### config.mk
export PLATFORM = sky130hd
export DESIGN_NAME = vid_count_decode
export DESIGN_NICKNAME = d
export VERILOG_FILES = /design/src/rtl/vid_count_pkg.sv /design/src/rtl/vid_prescale.sv /design/src/rtl/vid_count_decode.sv
export SDC_FILE = /design/constraint.sdc
export NUM_CORES = 1
export LEC_CHECK = 0
export BUFFER_PORTS_ARGS = -buffer_cell sky130_fd_sc_hd__buf_4
export CAP_MARGIN = 20
export CORE_UTILIZATION = 35
export DETAILED_ROUTE_END_ITERATION = 10
export GPL_TIMING_DRIVEN = 1
export MAX_ROUTING_LAYER = met4
export SLEW_MARGIN = 20
export SYNTH_ARGS = -nofsm -noshare
export SYNTH_HDL_FRONTEND = slang
export SYNTH_SLANG_ARGS = --single-unit
### constraint.sdc
create_clock -name CK -period 3.58 [get_ports CK]
set_input_delay 0.179 -clock CK [delete_from_list [all_inputs] [get_ports CK]]
set_output_delay 0.179 -clock CK [all_outputs]
set_load 0.02 [all_outputs]
### src/rtl/vid_count_pkg.sv
// Shared constants for the video counter/decode stage: default widths, prescale bound, decode values.
// No logic of its own; dec_hit() is the equality compare used for every decode flag.
// Compile-time only, so there is no latency and no backpressure.
package vid_count_pkg;

    localparam int PCNT_W_DEF = 8;
    localparam int CNT_W_DEF  = 10;
    localparam int PDIV_DEF   = 1;
    localparam int PDIV_MIN   = 1;
    localparam int PDIV_MAX   = 16;

    localparam int PCNT_D6   = 6;
    localparam int PCNT_D12  = 12;
    localparam int PCNT_D17  = 17;
    localparam int PCNT_D27  = 27;
    localparam int PCNT_D241 = 241;

    localparam int CNT_D10  = 10;
    localparam int CNT_D13  = 13;
    localparam int CNT_D21  = 21;
    localparam int CNT_D44  = 44;
    localparam int CNT_D45  = 45;
    localparam int CNT_D261 = 261;
    localparam int CNT_D272 = 272;
    localparam int CNT_D283 = 283;
    localparam int CNT_D284 = 284;
    localparam int CNT_D509 = 509;
    localparam int CNT_D511 = 511;
    localparam int CNT_D567 = 567;
    localparam int CNT_D591 = 591;

    // A decode value that cannot fit in a w-bit counter never matches, rather than aliasing.
    function automatic logic dec_hit(input logic [31:0] val, input int unsigned dv,
                                     input int unsigned w);
        if (w < 32 && dv >= (32'd1 << w))
            return 1'b0;
        return val == dv;
    endfunction

endpackage

### src/rtl/vid_prescale.sv
// Pixel-rate prescaler: divides CK by PDIV and emits a one-cycle ptick.
// ptick is registered: high in the cycle the prescaler sits at PDIV-1.
// Free-running, no backpressure; only RST restarts it.
module vid_prescale
    import vid_count_pkg::*;
#(
    parameter int PDIV = PDIV_DEF
) (
    input  logic CK,
    input  logic RST,
    output logic ptick
);

    // Out-of-range PDIV is clamped into the supported 1..16 window.
    localparam int PDIV_EFF = (PDIV < PDIV_MIN) ? PDIV_MIN :
                              (PDIV > PDIV_MAX) ? PDIV_MAX : PDIV;
    localparam int PS_W = (PDIV_EFF > 1) ? $clog2(PDIV_EFF) : 1;
    localparam logic [PS_W-1:0] PS_LAST = PS_W'(PDIV_EFF - 1);

    logic [PS_W-1:0] ps;
    logic [PS_W-1:0] ps_nxt;

    always_comb begin
        ps_nxt = (ps == PS_LAST) ? '0 : ps + PS_W'(1);
    end

    always_ff @(posedge CK) begin
        if (RST) begin
            ps    <= '0;
            ptick <= 1'b0;
        end else begin
            ps    <= ps_nxt;
            ptick <= (ps_nxt == PS_LAST);
        end
    end

endmodule

### src/rtl/vid_count_decode.sv
// Pixel and line counters with single-value decode flags for the video sync controller.
// Counters update one edge after pclr/pc/cclr; flags follow the registered counts with no added latency.
// No backpressure: every cycle is valid, clears win over counts, and a pc edge lost to cclr is not replayed.
module vid_count_decode
    import vid_count_pkg::*;
#(
    parameter int PCNT_W = PCNT_W_DEF,
    parameter int CNT_W  = CNT_W_DEF,
    parameter int PDIV   = PDIV_DEF
) (
    input  logic              CK,
    input  logic              RST,
    input  logic              pclr,
    input  logic              pc,
    input  logic              cclr,
    output logic              ptick,
    output logic [PCNT_W-1:0] pcnt,
    output logic [CNT_W-1:0]  cnt,
    output logic              pcnt6,
    output logic              pcnt12,
    output logic              pcnt17,
    output logic              pcnt27,
    output logic              pcnt241,
    output logic              cnt10,
    output logic              cnt13,
    output logic              cnt21,
    output logic              cnt44,
    output logic              cnt45,
    output logic              cnt261,
    output logic              cnt272,
    output logic              cnt283,
    output logic              cnt284,
    output logic              cnt509,
    output logic              cnt511,
    output logic              cnt567,
    output logic              cnt591,
    output logic              cnt_ovf
);

    logic        pc_d;
    logic        pc_rise;
    logic [31:0] pcnt_ext;
    logic [31:0] cnt_ext;

    vid_prescale #(
        .PDIV (PDIV)
    ) u_prescale (
        .CK    (CK),
        .RST   (RST),
        .ptick (ptick)
    );

    assign pc_rise = pc & ~pc_d;

    always_ff @(posedge CK) begin
        if (RST)
            pcnt <= '0;
        else if (pclr)
            pcnt <= '0;
        else if (ptick)
            pcnt <= pcnt + PCNT_W'(1);
    end

    // pc_d tracks pc even while cclr is high, so an edge swallowed by the clear is gone for good.
    always_ff @(posedge CK) begin
        if (RST) begin
            pc_d    <= 1'b0;
            cnt     <= '0;
            cnt_ovf <= 1'b0;
        end else begin
            pc_d <= pc;
            if (cclr) begin
                cnt     <= '0;
                cnt_ovf <= 1'b0;
            end else if (pc_rise) begin
                cnt     <= cnt + CNT_W'(1);
                cnt_ovf <= cnt_ovf | (&cnt);
            end
        end
    end

    assign pcnt_ext = 32'(pcnt);
    assign cnt_ext  = 32'(cnt);

    assign pcnt6   = dec_hit(pcnt_ext, PCNT_D6,   PCNT_W);
    assign pcnt12  = dec_hit(pcnt_ext, PCNT_D12,  PCNT_W);
    assign pcnt17  = dec_hit(pcnt_ext, PCNT_D17,  PCNT_W);
    assign pcnt27  = dec_hit(pcnt_ext, PCNT_D27,  PCNT_W);
    assign pcnt241 = dec_hit(pcnt_ext, PCNT_D241, PCNT_W);

    assign cnt10  = dec_hit(cnt_ext, CNT_D10,  CNT_W);
    assign cnt13  = dec_hit(cnt_ext, CNT_D13,  CNT_W);
    assign cnt21  = dec_hit(cnt_ext, CNT_D21,  CNT_W);
    assign cnt44  = dec_hit(cnt_ext, CNT_D44,  CNT_W);
    assign cnt45  = dec_hit(cnt_ext, CNT_D45,  CNT_W);
    assign cnt261 = dec_hit(cnt_ext, CNT_D261, CNT_W);
    assign cnt272 = dec_hit(cnt_ext, CNT_D272, CNT_W);
    assign cnt283 = dec_hit(cnt_ext, CNT_D283, CNT_W);
    assign cnt284 = dec_hit(cnt_ext, CNT_D284, CNT_W);
    assign cnt509 = dec_hit(cnt_ext, CNT_D509, CNT_W);
    assign cnt511 = dec_hit(cnt_ext, CNT_D511, CNT_W);
    assign cnt567 = dec_hit(cnt_ext, CNT_D567, CNT_W);
    assign cnt591 = dec_hit(cnt_ext, CNT_D591, CNT_W);

endmodule

==> results of run 1 <==
## path summary, 6_finish.rpt
kind / slack [ns] / startpoint / cells past startpoint / end
worst min register to register: 0.51 / cnt_ovf$_SDFFE_PP0P_ / 2 / cnt_ovf$_SDFFE_PP0P_
worst max-delay path: 1.56 / cnt[0]$_SDFFE_PP0P_ / 5 / cnt591
worst max register to register: 1.90 / cnt[0]$_SDFFE_PP0P_ / 4 / cnt[6]$_SDFFE_PP0P_
worst min-delay path: 0.06 / RST / 2 / u_prescale.ptick$_SDFF_PP0_
## routing by layer
metal,global-route usage (%),share of wire (%)
met1,21.0,46
met2,26.9,49
met3,2.92,4.7
met4,5.52,0.82
met5,-,0
## power groups by stage
stage / Combinational [µW] / Clock (µW) / Sequential [µW]
floorplan: 15.1 / 0 / 247
detailed placement: 27.0 / 0 / 247
CTS: 27.1 / 116 / 241
finish: 26.9 / 110 / 241
global placement: 26.7 / 0 / 246
global route: 30.2 / 130 / 242
## stage by stage
| step | setup slack (ns) | hold slack, ns | power (µW) | instance area [µm²] |
|---|---|---|---|---|
| 5_1_grt | 1.37 | 0.0408 | 403 | 1620 |
| 4_1_cts | 1.58 | 0.0512 | 384 | 1620 |
| 2_1_floorplan | 1.64 | 0.236 | 262 | 1280 |
| 3_3_place_gp | 2.00 | 0.376 | 273 | 1590 |
| 6_report | 1.56 | 0.0647 | 378 | 1620 |
| 3_5_place_dp | 1.94 | 0.385 | 274 | 1590 |
## cells in the final DEF, fill, tap and decap left out, drive strengths merged
master,n
mux2i,2
o31ai,5
dfxtp,21
o41ai,1
a21oi,10
and4,3
o21ai,4
and2,1
nand4bb,1
nor2b,3
nor3,6
nand3b,1
clkbuf,3
ha,8
nand2,17
nand2b,1
xnor2,3
or3,5
clkinv,1
nor4b,1
nor3b,1
xor2,3
nor4,4
nor2,18
buf,42
nand3,9
nand4b,3
or2,2
nand4,4
or4,4
and3,2
inv,8
## critical path, delay by kind of cell (launching register included)
kind	cells	cell delay, ns
and+or+nand+nor	3	0.59
adders and majority gates	1	0.31
buffers and inverters	1	0.18
DFF	1	0.46
## flip-flops by register name, summed over array words and instances, names as in the netlist
signal and cells:
u_prescale.ptick 1, pc_d 1, pcnt 8, cnt_ovf 1, cnt 10
## logic make-up after synthesis
kind of cell | after synthesis
AND/OR/NAND/NOR | 86
XOR/XNOR | 6
adder cells (fa/ha/maj) | 8
flip-flops | 21
AO/OA/AOI/OAI | 20
buffers and inverters | 19
multiplexers | 2
## final cells by class
type | instances | area share [%]
Clock inverter | 1 | 0.310
Clock buffer | 3 | 1.39
Tap cell | 46 | 3.56
Sequential cell | 21 | 26.0
Inverter | 8 | 1.86
Timing Repair Buffer | 42 | 19.5
Multi-Input combinational cell | 122 | 47.4
==> summary.txt, run 1 <==
Detailed routing
  • Drt first pass iters: 4
  • Initial DRC Count: a little over 60
  • Vias per inst: 5.39
  • Via Count: 1,310
  • DRC viols: 0
  • DR WL/cell: 12.6 µm
  • Antenna-violating nets left: 0
  • DRT Wirelength: approximately 3 mm

Pwr
  • Int Pwr: 290 µW
  • Sequential power share: 63.8%
  • Pwr per Cell Area: 234 nW/µm²
  • Peak VDD IR: 0.234 mV
  • P_sw: 88.0 µW
  • Combinational share of power: 7.1%
  • Leak: 0.000643 µW
  • Part of the power in the clock network: 29.1%
  • Sw frac: between 20% and 30%

Layout
  • Net count, final: 211
  • Ant. Diodes: 0
  • Non-Filler Instances: approximately 240
  • Filler cells: 365
  • Synth-to-layout area growth: 26.2%
  • Post-layout util: between 40% and 50%
  • Multi-input logic area: 766 µm²
  • Storage element area: 420 µm²
  • Fraction of layout cells with a size suffix above 1: 24.9%

STA
  • Fin Clk Skew: 0.00171 ns
  • Final Hold Vio Count: 0
  • Worst slew pin tran: 0.390 ns
  • RSZ-0062 raised after global routing: no
  • Count of pins over their slew limit: 0
  • Final Cycle Share: between 50% and 60%
  • Slew Limit Headroom: 74.0%
  • Final setup fails: 0
  • Setup TNS: 0 ns
  • Minimum clock period: 2.02 ns
  • Fmax: a little under 0.5 GHz

Yosys
  • Cell taking the most area after synthesis: dfxtp_1
  • Synth Area in Simple Gates: 37.2%
  • Synth top area share: 32.8%
  • Synth top cells by count: dfxtp_1 (21), nor2_1 (18), nand2_1 (17), a21oi_1 (10), nand3_1 (9)
  • Synth Register Bits: 21
  • Xor-xnor portion of the synthesized cell area: 4.10%
  • Synthesis warning total: 0
  • Synth Cell Area: 1280 µm²
  • Syn_nets: between 150 and 200
  • Sequential-to-total area share from yosys stat: 32.8%
  • Main combinational cell family by area after synthesis: simple AND/OR/NAND/NOR gates
  • Synth cell types: 35
  • Post-Synthesis Cells: 162
  • EDFF count, synth: 0
  • Post-synthesis mux area share: under 10%
  • Avg Cell Area, Syn: 7.91 µm²
  • Count leader, synth: dfxtp_1
  • Adder-Cell Fraction of Synth Area: 7.81%
  • Asr flop ratio synth: 0%
  • Synth area leaders: dfxtp_1 (33%), ha_1 (7.8%), nor2_1 (5.3%)
  • Top FF cell, synth: dfxtp_1
  • Synth Area in Compound Gates: 9.08%

Place
  • Dpl cells: roughly 240
  • Placer Congestion: 0.917
  • HPWL after DPL: 2.41 mm
  • IO buf count: 42

Critical path
  • Kind of critical path: reg -> out
  • CP arrival: 1.84 ns
  • Critical Path Sink Type: output port
  • CP Max Fanout: 6
  • Crit-path slowest cell: dfxtp_1
  • Worst path cell trace: ha_1 -> and3_1 -> nand4b_1 -> nor3b_1 -> buf_4
  • Worst setup SP type: register
  • Crit path largest cell delay: 0.46 ns
  • CP required: 3.40 ns

Global routing
  • Vias in the first global route: 1,160
  • Initial antenna violation count: 0
  • Gr ovfl total: 0
  • Largest net degree at the start of global routing: 13
  • Total Routing Usage GR: 16.7%
  • First-pass GRT wire length: about 5.2 mm

Clock network
  • Root buffer cell: clkbuf_4
  • Post-CTS Resized: 0
  • CTS tree: yes
  • Post-CTS Setup Bufs: 0
  • Clock Sinks: 21
  • Worst skew pair latency: 0.29 ns
  • Num CTS Buffers: 3
  • Clock-pin slew on the worst setup and hold paths: 0.11 ns
  • Clock Tree Buf Depth: 2
  • H-tree levels: 1
  • Hold Buf Count CTS: 0

Floorplanning
  • Die Span Y: 62.5 µm
  • Io pins: 43
  • Core ar.: between 3000 and 4000 µm²
  • Starting Density: between 30% and 40%
  • Die X: 62.5 µm
  • Die area: 3910 µm²
  • Site Rows: 21

Hold path
  • Hold Path Class: in -> reg

Run
  • Total of max-cap violations: 0

Status
  • Status: completed
Note: power is estimated with default switching activity, not from simulation.
==> inputs of run 2 (changes only) <==
==> constraint.sdc (replaced) <==
create_clock -name CK -period 2 [get_ports CK]
set_input_delay 0.1 -clock CK [delete_from_list [all_inputs] [get_ports CK]]
set_output_delay 0.1 -clock CK [all_outputs]
set_load 0.02 [all_outputs]
==> run 2 against run 1 <==
Effect of this change: largest power group unchanged; global-route usage grew 0.61 points; cell area grew 1.2%; largest cell class unchanged; sequential power grew 79%; first-iteration DRC count shrank 23%; hold slack lost 0.012 ns; final cell count grew 0.41%.
==> summary.txt, run 2 (same netlist as run 1, synthesis figures left out) <==
Layout
  • Most frequent cells in the layout: buf_4 (42), dfxtp_1 (19), nor2_1 (18)
  • Storage element area: approximately 420 µm²
  • Filler cells: between 300 and 400
  • Design area: 1640 µm²
  • Biggest register: cnt
  • Multi-input logic area: 772 µm²
  • Leading cell type in the layout, fill and taps excluded: buf_4
  • Number of flip-flops in the largest register: 10
  • Regs by FF count: cnt (10), pcnt (8)
  • Ant. Diodes: 0
  • Synth-to-layout area growth: 27.6%
  • Post-layout util: 47.9%
  • Net count, final: 212
  • Fraction of layout cells with a size suffix above 1: between 20% and 30%

Status
  • Status: completed

STA
  • Minimum clock period: 1.86 ns
  • Worst slew pin tran: ~0.38 ns
  • Worst setup margin: about 0.14 ns
  • Fin Clk Skew: 0.00929 ns
  • Count of pins over their slew limit: 0
  • Fmax: 0.538 GHz
  • Setup TNS: 0 ns
  • RSZ-0062 raised after global routing: no
  • Final setup fails: 0
  • Final Cycle Share: 93.0%
  • Final Hold Vio Count: 0
  • Slew Limit Headroom: 74.6%

Global routing
  • First-pass GRT wire length: between 5 and 6 mm
  • Gr ovfl total: 0
  • Initial antenna violation count: 0
  • Vias in the first global route: around 1,100
  • Largest net degree at the start of global routing: 13
  • Total Routing Usage GR: between 15 and 20%

Place
  • Pre-CTS WS: 0.421 ns
  • Dpl cell area: 1590 µm²
  • Placer Congestion: between 0.9 and 1
  • HPWL after DPL: between 2 and 3 mm
  • IO buf count: 42

Clock network
  • Clock Tree Buf Depth: 2
  • Clock-pin slew on the worst setup and hold paths: 0.12 ns
  • Post-CTS Setup Bufs: 0
  • Num CTS Buffers: 3
  • Worst skew pair latency: 0.30 ns
  • CTS tree: yes
  • Clock Sinks: 21
  • H-tree levels: 1
  • Root buffer cell: clkbuf_4

Critical path
  • Kind of critical path: reg -> out
  • Worst setup SP type: register
  • CP required: around 1.9 ns
  • CP Max Fanout: 6
  • CP arrival: 1.76 ns
  • Critical Path Sink Type: output port

Detailed routing
  • Initial DRC Count: 48
  • Antenna-violating nets left: 0
  • DRT Wirelength: 3.22 mm
  • Vias per inst: 5.30
  • Drt first pass iters: 4
  • DR WL/cell: about 13 µm
  • Via Count: 1,294
  • DRC viols: 0

Floorplanning
  • Site Rows: 21
  • Starting Density: 37.5%
  • Io pins: 43
  • Die Span Y: 62.5 µm
  • Core ar.: 3420 µm²
  • Die X: approximately 63 µm
  • Die area: approximately 4000 µm²

Pwr
  • Pwr per Cell Area: 419 nW/µm²
  • Leak: 0.000651 µW
  • Peak VDD IR: ~0.35 mV

Run
  • Total of max-cap violations: 0

Hold path
  • Hold Path Class: in -> reg
run 2: cell types whose count changed in the layout (fill, tap and decap cells not counted), sizes merged:
cell	delta
dlygate4sd3	+1
run 2: final cells by class:
| type | count | share of cell area [%] |
|---|---|---|
| Timing Repair Buffer | 43 | 19.9 |
| Inverter | 8 | 1.84 |
| Sequential cell | 21 | 25.9 |
| Tap cell | 46 | 3.52 |
| Clock buffer | 3 | 1.38 |
| Clock inverter | 1 | 0.306 |
| Multi-Input combinational cell | 122 | 47.2 |
run 2: path summary, 6_finish.rpt:
kind	from	cells after the start	endpoint	slack (ns)
max reg2reg	cnt[0]$_SDFFE_PP0P_	4	cnt[6]$_SDFFE_PP0P_	0.37
min reg2reg	cnt_ovf$_SDFFE_PP0P_	2	cnt_ovf$_SDFFE_PP0P_	0.49
min	pc	2	pc_d$_SDFF_PP0_	0.05
max	cnt[0]$_SDFFE_PP0P_	5	cnt591	0.14
run 2: what timing repair did:
action,CTS,global route
setup endpoints to repair,0,1
hold endpoints to repair,2,0
hold buffers,1,0
resized for setup,0,3
run 2: metal layers:
metal  share of wire (%)  track usage (%)  vias up
li1                    -                -      646
met2                  50             29.1       35
met1                  44             20.7      611
met5                   0                -        -
met3                 4.8             3.47        2
met4                0.59             5.23        0
run 2: report_power, final:
group	leakage, µW	internal (µW)	switching [µW]	total (µW)
Sequential	0.000171	423	8.80	432
Combinational	0.000462	23.3	27.6	50.9
Clock	0.0000177	74.5	127	202
Total	0.000651	521	164	685
run 2: per-stage QoR:
| stage | instances | hold slack, ns | power, µW |
|---|---|---|---|
| after global placement | 239 | 0.297 | 488 |
| after floorplan | 162 | 0.157 | 469 |
| after CTS | 244 | 0.0345 | 697 |
| after global routing | 244 | 0.0420 | 726 |
| after detailed placement | 239 | 0.306 | 491 |
| final | 244 | 0.0522 | 685 |
run 2: worst max-delay path, cell delays in order, from the launching register on:
cell	delay, ns
dfxtp_1	0.46
ha_1	0.26
and3_1	0.25
nand4b_1	0.11
nor3b_1	0.20
buf_4	0.17
